`config.mk`:
```
export PLATFORM = sky130hd
export DESIGN_NAME = bcd_to_xs3
export DESIGN_NICKNAME = d
export VERILOG_FILES = /design/src/rtl/xs3_pkg.sv /design/src/rtl/xs3_enc.sv /design/src/rtl/bcd_to_xs3.sv
export SDC_FILE = /design/constraint.sdc
export NUM_CORES = 1
export LEC_CHECK = 0
export CAP_MARGIN = 0
export CORE_MARGIN = 4
export CORE_UTILIZATION = 35
export DETAILED_ROUTE_END_ITERATION = 10
export GPL_TIMING_DRIVEN = 0
export PLACE_DENSITY = 0.72
export SYNTH_ARGS = -nofsm -noshare
export SYNTH_HDL_FRONTEND = slang
export SYNTH_HIERARCHICAL = 1
export SYNTH_SLANG_ARGS = --single-unit
export TNS_END_PERCENT = 5
```
`constraint.sdc`:
```
create_clock -name clk -period 5.1 [get_ports clk]
set_clock_uncertainty 0.05 [all_clocks]
set_input_delay 1.53 -clock clk [delete_from_list [all_inputs] [get_ports clk]]
set_output_delay 1.53 -clock clk [all_outputs]
set_load 0.05 [all_outputs]
```
`src/rtl/xs3_pkg.sv`:
```
// Shared types and constants for the BCD to Excess-3 datapath.
package xs3_pkg;

    typedef logic [3:0] bcd_t;
    typedef logic [3:0] xs3_t;

    localparam xs3_t XS3_OFFSET = 4'd3;
    localparam bcd_t BCD_MAX    = 4'd9;

    // True when the 4-bit code is a legal decimal digit.
    function automatic logic is_bcd(input bcd_t code);
        return (code <= BCD_MAX);
    endfunction

endpackage

```
`src/rtl/xs3_enc.sv`:
```
// Purely combinational BCD digit to Excess-3 encoder with a non-BCD flag.
// Codes above 9 still produce the 4-bit wrapped sum; err qualifies them.
module xs3_enc
    import xs3_pkg::*;
(
    input  bcd_t code,
    output xs3_t y,
    output logic err
);

    // Add the Excess-3 bias (mod 16) and flag codes outside 0..9.
    always_comb begin
        y   = code + XS3_OFFSET;
        err = !is_bcd(code);
    end

endmodule

```
`src/rtl/bcd_to_xs3.sv`:
```
// Registered BCD to Excess-3 converter with a saturating count of
// accepted non-BCD codes. One cycle of latency, one digit per cycle.
module bcd_to_xs3
    import xs3_pkg::*;
#(
    parameter int CNT_W = 8
) (
    input  logic             clk,
    input  logic             rst_n,
    input  logic             a,
    input  logic             b,
    input  logic             c,
    input  logic             d,
    input  logic             in_valid,
    input  logic             cnt_clr,
    output logic [3:0]       y,
    output logic             out_valid,
    output logic             err,
    output logic [CNT_W-1:0] err_cnt
);

    localparam logic [CNT_W-1:0] CNT_MAX = {CNT_W{1'b1}};
    localparam logic [CNT_W-1:0] CNT_ONE = CNT_W'(1);

    bcd_t code;
    xs3_t enc_y;
    logic enc_err;

    assign code = {a, b, c, d};

    xs3_enc u_enc (
        .code (code),
        .y    (enc_y),
        .err  (enc_err)
    );

    // Output register: y only loads on an accepted digit so it holds across
    // idle cycles, and err is forced low when no digit was taken, so unknown
    // inputs during idle cycles never reach the outputs.
    always_ff @(posedge clk) begin
        if (!rst_n) begin
            y         <= 4'b0000;
            out_valid <= 1'b0;
            err       <= 1'b0;
        end else begin
            out_valid <= in_valid;
            if (in_valid) begin
                y   <= enc_y;
                err <= enc_err;
            end else begin
                err <= 1'b0;
            end
        end
    end

    // Invalid-code counter: clear wins over a same-cycle increment, and the
    // count sticks at all-ones instead of wrapping.
    always_ff @(posedge clk) begin
        if (!rst_n) begin
            err_cnt <= '0;
        end else if (cnt_clr) begin
            err_cnt <= '0;
        end else if (in_valid && enc_err && (err_cnt != CNT_MAX)) begin
            err_cnt <= err_cnt + CNT_ONE;
        end
    end

endmodule

```
==> reports/results.ini <==
[power_and_ir_drop]
pwr-share-seq_pct=53.6
p_int_uw=158
ir_drop_mv=0.153
powerDensity_nw_per_um2=223
pwr-share-clk_pct=27.5
p_comb_share_pct=19.0
switching_power_uw=55.7
swShare_pct=26.0
p_leak_uw=0.000367

[yosys]
synth_area_leaders=dfxtp_1 (40%), mux2i_1 (7.1%), ha_1 (5.3%)
yosysTopAreaCell=dfxtp_1
ys_seq_elements=14
seq_area_frac_synth_pct=39.6
syn_inst=75
mappedNetlistArea_sq_um=707
synth.avg_cell_area_sq_um=9.43
yosys.area.top_type_share_pct=39.6
ys_types=28
syn-num-nets=86
yosys_warnings=6

[clocking]
root_buffer=clkbuf_4
cts_sinks=14
hold_buffers=0
cts.path.max_buffers=2
path_clk_slew_ps=70
cts_setup_buffers=0
insertion_delay_ps=270
tritoncts=yes
post_cts_resized=0
numCtsBuffers=3
h-tree-depth=1

[drt]
vias_per_cell=4.81
drc_errors=0
first_iter_violations=5
postRouteAntennaNets=0
drt_wl_total_mm=1.38
detail_route.first_pass.iterations=3
num_vias=592
wl_per_cell_um=11.2

[floorplanning]
start_util_pct=38.8
rows=15
fp.dieW_um=52.9
ios=22
die_area_sq_um=2800
die_h_um=52.9
core_area_sq_um=1820

[timing]
fin_tns_setup_ps=0
finalSetupViolations=0
period_minus_slack_ps=3320
min_period_over_period_pct=65.0
finalHoldViolations=0
worst_pin_slew_ps=511
fmax_ghz=0.301
rsz0062_at_grt=no
drv_slew=0
relSlewSlack_pct=65.9

[worst_setup_path]
r2r_slack_ps=3520
crit_chain=clkdlybuf4s50_1 -> inv_1 -> ha_1 -> nor2_1 -> o21a_1 -> and2_4 -> nand4_4 -> or4_1 -> a21oi_1
worstPathArrival_ps=3470
crit_type=in -> reg
cp_slowest_cell=clkdlybuf4s50_1
start_kind=primary input
r2r-start=err_cnt[0]$_SDFFE_PP0P_
timing.rr.end=err_cnt[1]$_SDFFE_PP0P_
required_ps=5250
reg2reg_depth=5
slowest_delay_ps=520
cp-end-kind=flip-flop
crit_fanout=5

[global_routing]
antenna_found_initial=0
grt_max_degree=9
grt.total_usage_pct=12.0
grt_pass1_wl_mm=2.38
grt_overflow=0
grt_pass1_vias=577

[placed_design]
port_buffers=20
dpl.hpwl_mm=1.09
routabilityCongestion=0.784

[layout]
multi_input_area_sq_um=389
insertedDiodeCount=0
layout.nets=111
final_cell_mix=clkdlybuf4s50_1 (20), dfxtp_1 (14), nor2_1 (8)
drive_gt1_share_pct=12.2
syn_to_final_growth_pct=35.9
sequential_cell_area_sq_um=280
final_core_util_pct=52.8
final_common_cell=clkdlybuf4s50_1
nFillCells=190

[worst_hold_path]
whs_path_depth=2
whs_endpoint=y[3]$_SDFFE_PN0P_
min_path_type=reg -> reg
hold_start=y[3]$_SDFFE_PN0P_

[run]
maxCapViolCount=0

[run_status]
status=finished clean

[registers in the layout (all words and copies together), names as in the netlist]
signal	flops
err	1
err_cnt	8
out_valid	1
y	4
[power groups by stage]
stage	Clock (uW)	Sequential (uW)	Combinational, uW
final	58.7	115	40.6
after CTS	62.4	115	41.2
after global routing	69.0	115	43.5
after floorplan	0	129	14.6
after detailed placement	0	117	41.1
after global placement	0	117	40.8
[through the flow]
stage | total power (uW) | setup slack (ps) | area (sq um) | hold slack, ps | std cells
after floorplan | 143 | 2180 | 707 | 682 | 75
after global placement | 158 | 1560 | 938 | 458 | 120
after detailed placement | 158 | 1500 | 938 | 461 | 120
after CTS | 218 | 1790 | 961 | 479 | 123
after global routing | 228 | 1690 | 961 | 503 | 123
final | 214 | 1780 | 961 | 476 | 123
[critical path, delay by kind of cell]
kind	cells	cell delay, ps
AND/OR/NAND/NOR	4	810
buffers and inverters	2	590
AO/OA/AOI/OAI	2	310
adder cells (fa/ha/maj)	1	220
[how the worst max path moves through the flow]
stage          from                      end  slack (ps)  cells past startpoint
6_report          d  err_cnt[5]$_SDFFE_PP0P_        1780                      9
5_1_grt           d  err_cnt[5]$_SDFFE_PP0P_        1690                      9
4_1_cts           d  err_cnt[5]$_SDFFE_PP0P_        1790                      9
3_5_place_dp      d  err_cnt[5]$_SDFFE_PP0P_        1500                      9
3_3_place_gp      d  err_cnt[5]$_SDFFE_PP0P_        1560                      9
2_1_floorplan     d  err_cnt[5]$_SDFFE_PP0P_        2180                      8
[kinds of logic (layout without fill, tap and decap cells)]
logic type,count (synthesis),count (layout),synth area share (%)
simple gates,31,31,27.3
flops,14,14,39.6
compound gates,12,12,10.4
buf+inv,6,29,5.31
mux,5,5,7.08
xor+xnor,4,4,4.96
fa+ha+maj,3,3,5.31
[routing by layer]
layer	vias up	part of all wire [%]	wire, um	global-route usage, %
met5	-	0	0	0
met4	0	1.9	26	8.94
met3	4	6.5	89	3.38
met2	20	44	607	19.2
met1	258	47	654	13.2
li1	310	-	-	-
[area by class of cell]
| type | instances | share of cell area (%) |
|---|---|---|
| Inverter | 4 | 1.56 |
| Clock buffer | 3 | 2.34 |
| Sequential cell | 14 | 29.2 |
| Timing Repair Buffer | 20 | 20.8 |
| Tap cell | 25 | 3.26 |
| Buffer | 2 | 2.34 |
| Multi-Input combinational cell | 55 | 40.5 |
[cells in the mapped netlist]
| cell | number |
|---|---|
| a211oi_1 | 2 |
| o31ai_1 | 1 |
| nor2b_1 | 5 |
| or4_1 | 1 |
| o21ai_0 | 2 |
| o21a_1 | 1 |
| and3_2 | 1 |
| mux2i_1 | 5 |
| or2b_2 | 1 |
| nand4_1 | 2 |
| o21ai_2 | 1 |
| and4_2 | 1 |
| nor3_1 | 2 |
| and4_1 | 1 |
| buf_6 | 2 |
| nor2_1 | 8 |
| inv_1 | 4 |
| nand2_1 | 2 |
| xnor2_1 | 3 |
| nand3_1 | 3 |
| xor2_1 | 1 |
| and2_2 | 1 |
| ha_1 | 3 |
| and2_4 | 1 |
| or3_1 | 1 |
| nand4_4 | 1 |
| a21oi_1 | 5 |
| dfxtp_1 | 14 |
Note: power is estimated with default switching activity, not from simulation.
